File: src/rtl/vga_pkg.sv
// Shared VGA constants and sprite-coordinate helpers.
// Optional macro SPRITE_WRAP_EN: coordinates wrap at the screen edges instead of saturating.
package vga_pkg;

  localparam int unsigned SCREEN_W = 640;
  localparam int unsigned SCREEN_H = 480;
  localparam int unsigned COORD_W  = 10;
  localparam int unsigned SPRITE_W = 50;
  localparam int unsigned SPRITE_H = 50;
  localparam int unsigned X_MAX    = SCREEN_W - SPRITE_W;
  localparam int unsigned Y_MAX    = SCREEN_H - SPRITE_H;

  typedef logic [COORD_W-1:0] coord_t;
  typedef logic signed [1:0]  delta_t;

  // -1 / 0 / +1 from a pair of opposing pressed flags; both pressed cancels.
  function automatic delta_t axis_delta(input logic dec, input logic inc);
    delta_t d;
    d = 2'sd0;
    if (dec && !inc) begin
      d = -2'sd1;
    end else if (inc && !dec) begin
      d = 2'sd1;
    end
    return d;
  endfunction

  // One-pixel move on an axis bounded to 0..lim. Bit COORD_W of the 11-bit sum flags a
  // step below zero; the largest legal position plus one cannot reach it.
  function automatic coord_t step_axis(input coord_t pos, input delta_t d, input coord_t lim);
    logic [COORD_W:0] nxt;
    coord_t           res;
    nxt = {1'b0, pos} + {{(COORD_W - 1){d[1]}}, d};
    res = nxt[COORD_W-1:0];
    if (nxt[COORD_W]) begin
`ifdef SPRITE_WRAP_EN
      res = lim;
`else
      res = pos;
`endif
    end else if (nxt[COORD_W-1:0] > lim) begin
`ifdef SPRITE_WRAP_EN
      res = '0;
`else
      res = pos;
`endif
    end
    return res;
  endfunction

endpackage

File: src/rtl/button_debounce.sv
// Two-flop synchroniser followed by a consecutive-sample debounce counter for one
// active-low button. The debounced level is 1 (released) out of reset.
module button_debounce #(
  parameter int unsigned DEB_CYCLES = 250000
) (
  input  logic clk,
  input  logic rst_n,
  input  logic btn_raw,
  output logic level
);

  localparam int unsigned CntW = (DEB_CYCLES > 1) ? $clog2(DEB_CYCLES) : 1;

  logic            sync_q1, sync_q2;
  logic [CntW-1:0] cnt_q, cnt_d;
  logic            level_q, level_d;

  // Synchroniser into the pixel clock domain; resets to released.
  always_ff @(posedge clk or negedge rst_n) begin
    if (!rst_n) begin
      sync_q1 <= 1'b1;
      sync_q2 <= 1'b1;
    end else begin
      sync_q1 <= btn_raw;
      sync_q2 <= sync_q1;
    end
  end

  // Accept the new level on the DEB_CYCLES-th consecutive differing sample.
  always_comb begin
    cnt_d   = '0;
    level_d = level_q;
    if (sync_q2 != level_q) begin
      if (cnt_q == CntW'(DEB_CYCLES - 1)) begin
        level_d = sync_q2;
      end else begin
        cnt_d = cnt_q + 1'b1;
      end
    end
  end

  // Debounce state register.
  always_ff @(posedge clk or negedge rst_n) begin
    if (!rst_n) begin
      cnt_q   <= '0;
      level_q <= 1'b1;
    end else begin
      cnt_q   <= cnt_d;
      level_q <= level_d;
    end
  end

  assign level = level_q;

endmodule

File: src/rtl/sprite_position_ctrl.sv
// Turns four raw active-low buttons into a bounded sprite top-left coordinate. Moves are
// debounced and rate-limited; the visible coordinate only updates on a vsync falling edge.
// Optional macro SPRITE_WRAP_EN: wrap at the edges instead of saturating.
module sprite_position_ctrl #(
  parameter int unsigned SCREEN_W   = vga_pkg::SCREEN_W,
  parameter int unsigned SCREEN_H   = vga_pkg::SCREEN_H,
  parameter int unsigned SPRITE_W   = vga_pkg::SPRITE_W,
  parameter int unsigned SPRITE_H   = vga_pkg::SPRITE_H,
  parameter int unsigned X_INIT     = 200,
  parameter int unsigned Y_INIT     = 200,
  parameter int unsigned DEB_CYCLES = 250000,
  parameter int unsigned STEP_DIV   = 1000000
) (
  input  logic                        iVGA_CLK,
  input  logic                        iRST_n,
  input  logic                        up,
  input  logic                        down,
  input  logic                        left,
  input  logic                        right,
  input  logic                        iVS,
  output logic [vga_pkg::COORD_W-1:0] oX,
  output logic [vga_pkg::COORD_W-1:0] oY,
  output logic                        oMoving
);

  localparam int unsigned CW   = vga_pkg::COORD_W;
  localparam int unsigned XMax = SCREEN_W - SPRITE_W;
  localparam int unsigned YMax = SCREEN_H - SPRITE_H;
  localparam int unsigned TmrW = (STEP_DIV > 1) ? $clog2(STEP_DIV) : 1;

  // Button index order: 0 up, 1 down, 2 left, 3 right.
  logic [3:0] btn_raw, btn_lvl, pressed;

  logic            any_pressed, step_tick, commit;
  vga_pkg::delta_t dx, dy;
  logic [TmrW-1:0] tmr_q, tmr_d;
  logic [CW-1:0]   px_q, px_d, py_q, py_d;
  logic            vs_q;

  assign btn_raw = {right, left, down, up};

  for (genvar i = 0; i < 4; i++) begin : g_btn
    button_debounce #(
      .DEB_CYCLES(DEB_CYCLES)
    ) u_debounce (
      .clk    (iVGA_CLK),
      .rst_n  (iRST_n),
      .btn_raw(btn_raw[i]),
      .level  (btn_lvl[i])
    );
  end

  assign pressed = ~btn_lvl;

  // Direction decode, step timer, pending-position update and commit detect.
  always_comb begin
    any_pressed = |pressed;
    dx          = vga_pkg::axis_delta(pressed[2], pressed[3]);
    dy          = vga_pkg::axis_delta(pressed[0], pressed[1]);
    step_tick   = any_pressed && (tmr_q == TmrW'(STEP_DIV - 1));
    tmr_d       = tmr_q + 1'b1;
    if (!any_pressed || step_tick) begin
      tmr_d = '0;
    end
    px_d = px_q;
    py_d = py_q;
    if (step_tick) begin
      px_d = vga_pkg::step_axis(px_q, dx, CW'(XMax));
      py_d = vga_pkg::step_axis(py_q, dy, CW'(YMax));
    end
    commit = vs_q && !iVS;
  end

  // Step timer, pending position and registered vsync.
  always_ff @(posedge iVGA_CLK or negedge iRST_n) begin
    if (!iRST_n) begin
      tmr_q <= '0;
      px_q  <= CW'(X_INIT);
      py_q  <= CW'(Y_INIT);
      vs_q  <= 1'b1;
    end else begin
      tmr_q <= tmr_d;
      px_q  <= px_d;
      py_q  <= py_d;
      vs_q  <= iVS;
    end
  end

  // Outputs: commit loads the pre-step pending position, so a frame never tears.
  always_ff @(posedge iVGA_CLK or negedge iRST_n) begin
    if (!iRST_n) begin
      oX      <= CW'(X_INIT);
      oY      <= CW'(Y_INIT);
      oMoving <= 1'b0;
    end else begin
      if (commit) begin
        oX <= px_q;
        oY <= py_q;
      end
      oMoving <= any_pressed;
    end
  end

endmodule

File: config.mk
export PLATFORM = sky130hd
export DESIGN_NAME = sprite_position_ctrl
export DESIGN_NICKNAME = d
export VERILOG_FILES = /design/src/rtl/vga_pkg.sv /design/src/rtl/button_debounce.sv /design/src/rtl/sprite_position_ctrl.sv
export SDC_FILE = /design/constraint.sdc
export NUM_CORES = 1
export LEC_CHECK = 0
export BUFFER_PORTS_ARGS = -buffer_cell sky130_fd_sc_hd__buf_4
export CAP_MARGIN = 5
export CORE_AREA = 4 4 112 114
export CTS_BUF_LIST = sky130_fd_sc_hd__clkbuf_8
export DETAILED_ROUTE_END_ITERATION = 7
export DIE_AREA = 0 0 116 118
export PLACE_DENSITY = 0.86
export SYNTH_ARGS = -nofsm -noshare
export SYNTH_HDL_FRONTEND = slang
export SYNTH_SLANG_ARGS = --single-unit
File: constraint.sdc
create_clock -name iVGA_CLK -period 10.84 [get_ports iVGA_CLK]
set_input_delay 0.542 -clock iVGA_CLK [delete_from_list [all_inputs] [get_ports iVGA_CLK]]
set_output_delay 0.542 -clock iVGA_CLK [all_outputs]
set_load 0.1 [all_outputs]
==> results of run 1 <==
==> metal layers <==
layer	vias up	wire length [um]
met3	32	768
met1	2857	6860
li1	2808	-
met4	0	380
met2	155	7560
met5	-	0
==> synthesized netlist by cell type (4+ instances only) <==
master,instances
dfrtp_1,121
nor2_1,112
nand2_1,63
xor2_1,56
xnor2_1,47
nand3_1,39
and3_1,26
a21oi_1,25
dfstp_2,25
o21ai_0,24
clkbuf_1,22
inv_1,21
mux2_2,18
ha_1,17
nand4_1,17
or3_1,14
buf_2,10
nand3b_1,9
nor4b_1,8
nand2b_1,7
nor3_1,7
a31oi_1,6
nor4_1,6
o211ai_1,6
o21ai_1,6
a211oi_1,5
and2_1,5
a211o_1,4
buf_1,4
mux2_4,4
==> cell type report <==
type	instances	share of cell area [%]
clock buffers	20	3.23
well taps	143	2.10
repair buffers	29	2.60
flip-flops and latches	146	43.2
inverters	21	0.924
clock inverters	12	1.64
multi-input cells	596	46.3
==> cell usage in the layout, fill, tap and decap left out, drive strengths merged, types with 27 or more instances in the layout <==
master,instances
xnor2,47
xor2,56
nand3,39
nand2,63
buf,29
o21ai,31
dfrtp,121
and3,27
nor2,112
==> per-stage QoR <==
step	hold WS (ps)	worst slack [ps]	cell area, um^2	cells	power, W
after floorplan	246	6900	7880	801	0.000577
after global placement	346	6770	8110	934	0.000591
after detailed placement	347	6480	8110	934	0.000592
after CTS	80.8	6500	8520	966	0.00104
after global routing	110	6220	8530	967	0.00106
final	86.8	6430	8530	967	0.00103
==> worst max-delay path: stages (launching register included) <==
cell	delay, ps
dfstp_2	590
ha_1	760
xor2_1	230
ha_1	290
or3b_1	380
a21boi_1	190
o21ai_1	150
mux2i_1	140
a221oi_1	260
nor4b_2	600
and2_1	340
mux2_1	350
==> worst max path at each step <==
stage | from | end | slack, ps | cells after the start
final | g_btn[1].u_debounce.level | py_q[0] | 6430 | 11
after global routing | g_btn[1].u_debounce.level | py_q[0] | 6220 | 11
after CTS | g_btn[1].u_debounce.level | py_q[0] | 6500 | 11
after detailed placement | g_btn[1].u_debounce.level | py_q[0] | 6480 | 11
after global placement | g_btn[1].u_debounce.level | py_q[8] | 6770 | 11
after floorplan | g_btn[1].u_debounce.level | py_q[8] | 6900 | 15
==> sequential cells by signal, indices dropped and copies added, names as in the netlist <==
signal                    cells
oMoving                       1
g_btn.u_debounce.level        4
px_q                         10
vs_q                          1
g_btn.u_debounce.cnt_q       72
tmr_q                        20
g_btn.u_debounce.sync_q2      4
g_btn.u_debounce.sync_q1      4
py_q                         10
oY                           10
oX                           10
==> kinds of logic (layout without fill, tap and decap cells) <==
family                     count (synthesis)  count (layout)  share of synthesized area, %
DFF                                      146             146                          46.8
AOI/OAI and AO/OA                        114             114                          10.1
buffers and inverters                     59              82                          3.11
xor gates and xnor gates                 105             105                          12.0
adders and majority gates                 17              17                          2.70
muxes                                     27              27                          4.02
and+or+nand+nor                          333             333                          21.2
==> power groups by stage <==
stage / Clock (W) / Combinational (W) / Sequential, W
finish: 0.000444 / 0.0000266 / 0.000555
global route: 0.000478 / 0.0000310 / 0.000556
CTS: 0.000455 / 0.0000277 / 0.000555
detailed placement: 0 / 0.0000271 / 0.000565
global placement: 0 / 0.0000258 / 0.000565
floorplan: 0 / 0.0000121 / 0.000564
==> results.sh, run 1 <==
export IMPL_outcome="finished clean"
export IMPL_clkTransAtPathRegs_ps=70
export IMPL_async_flop_share_pct=100
export IMPL_timing_rr_end="py_q[0]"
export IMPL_worstPathMaxFanout=29
export IMPL_ir_drop_uv=122
export IMPL_leakagePower_nw=3.82
export IMPL_p_int_w=0.000801
export IMPL_synth_top_area_share_pct=38.4
export IMPL_syn_area_mm2=0.00788
export IMPL_fin_nets=835
export IMPL_num_rows=39
export IMPL_antennaDiodeCount=0
export IMPL_grtUsageMet1_pct=31.8
export IMPL_clockRootBuffer="clkbuf_8"
export IMPL_wl_per_cell_um=16.1
export IMPL_clock_latency_ps=460
export IMPL_grt_max_degree=77
export IMPL_drive_gt1_share_pct=14.2
export IMPL_drc=0
export IMPL_clock_sinks=146
export IMPL_ys_warn_count=0
export IMPL_drv_slew=0
export IMPL_grt_usage_pct=23.9
export IMPL_synth_edf_count=0
export IMPL_fill_cells=818
export IMPL_first_pass_iters=5
export IMPL_die_w_um=116
export IMPL_portBuffers=27
export IMPL_cts_buffer_depth=2
export IMPL_cts_hold_buf=0
export IMPL_synth_seq_cells=146
export IMPL_tightestPinTransition_ps=1140
export IMPL_vias=5852
export IMPL_seq_power_share_pct=54.1
export IMPL_hold_viol=0
export IMPL_seqCellArea_mm2=0.00368
export IMPL_core_area_mm2=0.0114
export IMPL_required_ps=11170
export IMPL_multi_input_area_mm2=0.00395
export IMPL_ys_types=69
export IMPL_htree_levels=4
export IMPL_power_frac_comb_pct=2.6
export IMPL_area_delta_synth_final_pct=8.31
export IMPL_start_util_pct=69.0
export IMPL_postRouteAntennaNets=0
export IMPL_syn_inst=801
export IMPL_gp_congestion=0.864
export IMPL_post_cts_setup_buffers=0
export IMPL_io_pins=28
export IMPL_detailed_place_hpwl_mm=10.5
export IMPL_r2r_start="g_btn[1].u_debounce.level"
export IMPL_die_area_mm2=0.0137
export IMPL_die_height_um=118
export IMPL_synth_nets=825
export IMPL_synth_top_flop_cell="dfrtp_1"
export IMPL_power_share_clock_pct=43.3
export IMPL_slew_headroom_pct=24.1
export IMPL_post_route_util_pct=74.7
export IMPL_drtIter0Drc=579
export IMPL_pwr_density_cell_mw_per_mm2=120
export IMPL_critPathKind="reg -> reg"
export IMPL_p_sw_w=0.000225
export IMPL_grt_first_pass_wirelength_mm=26.6
export IMPL_max_freq_mhz=227
export IMPL_syn_area_per_cell_um2=9.83
export IMPL_reg2reg_depth=11
export IMPL_fin_skew_ps=12.7
export IMPL_rsz0062_at_grt="false"
export IMPL_numCtsBuffers=17
export IMPL_synth_area_leaders="dfrtp_1, dfstp_2, xor2_1"
export IMPL_overflow=0
export IMPL_max_cap_violations=0
export IMPL_grtUsageMet3_pct=6.22
export IMPL_seq_area_frac_synth_pct=46.8
export IMPL_finalSetupTns_ps=0
export IMPL_r2r_slack_ps=6430
export IMPL_antenna_found_initial=0
export IMPL_grt_busiest_layer="met2"
export IMPL_yosysTopAreaCell="dfrtp_1"
export IMPL_switching_share_pct=21.9
export IMPL_fin_crit_sh_pct=40.7
export IMPL_route_final_wire_length_mm=15.6
export IMPL_critPathLaunchType="flop"
export IMPL_min_period_ps=4410
export IMPL_vias_per_cell=6.05
export IMPL_cts_resized=0
export IMPL_met2_usage_pct=37.1
export IMPL_cts_tree="built"
export IMPL_cp_end_kind="flop"
export IMPL_setup_violations=0
export IMPL_worstHoldPathType="in -> async"
export IMPL_grt_pass1_vias=5782
export IMPL_arrival_ps=4740
(Power assumes the default switching activity.)
==> run 2, diff against run 1 <==
- CORE_AREA: 4 4 112 114 -> 4 4 122 124
- DIE_AREA: 0 0 116 118 -> 0 0 126 128
- PLACE_DENSITY: 0.86 -> 0.77
- clock period: 10.84 -> 4 ns (I/O delays scaled with it)
==> results.sh, run 2 (synthesized netlist as in run 1, its figures left out) <==
export IMPL_drv_slew=0
export IMPL_antennaDiodeCount=0
export IMPL_vias_per_cell=5.80
export IMPL_cts_tree="built"
export IMPL_wl_per_cell_um=14.8
export IMPL_slew_headroom_pct=18.3
export IMPL_portBuffers=27
export IMPL_critPathLaunchType="flop"
export IMPL_largest_register_ffs=72
export IMPL_drtIter0Drc=583
export IMPL_fin_skew_ps=16.5
export IMPL_regMostFlops="g_btn.u_debounce.cnt_q"
export IMPL_die_height_um=128
export IMPL_fin_cells=1014
export IMPL_worstHoldPathType="reg -> reg"
export IMPL_numCtsBuffers=17
export IMPL_arrival_ps=4150
export IMPL_drc=0
export IMPL_grt_max_degree=119
export IMPL_totalPowerFinal_w=0.00271
export IMPL_clockRootBuffer="clkbuf_8"
export IMPL_max_cap_violations=0
export IMPL_fill_cells=1094
export IMPL_setup_violations=0
export IMPL_finalSetupTns_ps=0
export IMPL_final_cell_mix="dfrtp_1, nor2_1, nand2_1"
export IMPL_start_util_pct=57.2
export IMPL_top_regs="g_btn.u_debounce.cnt_q x72, tmr_q x20"
export IMPL_stdcell_area_mm2=0.00864
export IMPL_io_pins=28
export IMPL_pwr_density_cell_mw_per_mm2=314
export IMPL_drive_gt1_share_pct=14.7
export IMPL_leakagePower_nw=3.85
export IMPL_path_delay_family="compound AO/OA/AOI/OAI gates"
export IMPL_min_period_ps=3810
export IMPL_num_rows=43
export IMPL_worstPathMaxFanout=8
export IMPL_ir_drop_uv=230
export IMPL_crit_path_frequent_cell="ha_1"
export IMPL_core_area_mm2=0.0138
export IMPL_first_pass_iters=6
export IMPL_cp_slowest_cell="dfstp_2"
export IMPL_tightestPinTransition_ps=1220
export IMPL_vias=5878
export IMPL_die_area_mm2=0.0161
export IMPL_max_freq_mhz=263
export IMPL_gp_congestion=0.925
export IMPL_mostFrequentLayoutCell="dfrtp_1"
export IMPL_htree_levels=4
export IMPL_clock_latency_ps=460
export IMPL_antenna_found_initial=0
export IMPL_rsz0062_at_grt="false"
export IMPL_route_final_wire_length_mm=15.0
export IMPL_critPathKind="reg -> reg"
export IMPL_required_ps=4340
export IMPL_cp_end_kind="flop"
export IMPL_grt_first_pass_wirelength_mm=26.9
export IMPL_hold_viol=0
export IMPL_clock_sinks=146
export IMPL_critical_path_max_stage_delay_ps=560
export IMPL_overflow=0
export IMPL_fin_hold_ws_ps=367
export IMPL_dp_cells=976
export IMPL_postRouteAntennaNets=0
export IMPL_outcome="finished clean"
export IMPL_place_area_mm2=0.00819
export IMPL_grt_usage_pct=20.1
export IMPL_detailed_place_hpwl_mm=10.3
export IMPL_fin_crit_sh_pct=95.1
export IMPL_worst_path_buf_inv=2
export IMPL_cts_resized=0
export IMPL_area_delta_synth_final_pct=9.66
export IMPL_die_w_um=126
export IMPL_crit_path_cell_trace="inv_1, ha_1, inv_1, ha_1, ha_1, nor3b_1, a221o_1, o211a_1, or3_1, a211o_1, a22oi_4, o21ai_4, mux2_4"
export IMPL_cts_buffer_depth=2
export IMPL_fin_nets=845
export IMPL_grt_pass1_vias=5873
export IMPL_clkTransAtPathRegs_ps=80
-- run 2: cell type report --
class / count / area [um^2] / area share [%]
clock inverters: 14 / 138 / 1.59
clock buffers: 18 / 248 / 2.87
inverters: 21 / 78.8 / 0.913
flip-flops and latches: 146 / 3680 / 42.7
repair buffers: 39 / 312 / 3.61
well taps: 180 / 225 / 2.61
multi-input cells: 596 / 3950 / 45.7
-- run 2: worst paths after layout --
| check | end | slack, ps | depth (start not counted) | start |
|---|---|---|---|---|
| setup / recovery | px_q[0] | 190 | 13 | g_btn[2].u_debounce.level |
| hold / removal | g_btn[1].u_debounce.sync_q2 | 370 | 0 | g_btn[1].u_debounce.sync_q1 |
| setup reg to reg | px_q[0] | 190 | 13 | g_btn[2].u_debounce.level |
| hold reg to reg | g_btn[1].u_debounce.sync_q2 | 370 | 0 | g_btn[1].u_debounce.sync_q1 |
| max in group asynchronous | g_btn[2].u_debounce.sync_q2 | 2510 | 3 | iRST_n |
| min in group asynchronous | g_btn[0].u_debounce.cnt_q[1] | 470 | 2 | iRST_n |
-- run 2: per-layer routing --
metal / up-vias / GRT usage (%) / part of all wire, % / routed length (um)
met5: - / 0 / 0 / 0
met4: 0 / 8.20 / 2.2 / 331
met3: 32 / 4.04 / 4.0 / 595
met2: 150 / 32.5 / 48 / 7200
met1: 2877 / 26.6 / 46 / 6860
li1: 2819 / - / - / -
-- run 2: what timing repair did --
item,in CTS,in global routing
hold buffers,6,0
setup endpoints to repair,0,1
buffers inserted,0,0
endpoints found under the hold margin,103,0
-- run 2: power breakdown --
part	total (W)	internal, W	switching, W
clock network	0.00113	0.000566	0.000567
logic	0.0000744	0.0000220	0.0000524
registers	0.00150	0.00149	0.0000108
total	0.00271	0.00208	0.000631
-- run 2: per-stage QoR --
step / setup WS [ps] / utilization [%]
after CTS: 214 / 62.7
final: 195 / 62.7
after floorplan: 55.5 / -
after global placement: 341 / 59.5
after global routing: 17.5 / 62.7
after detailed placement: 249 / 59.5
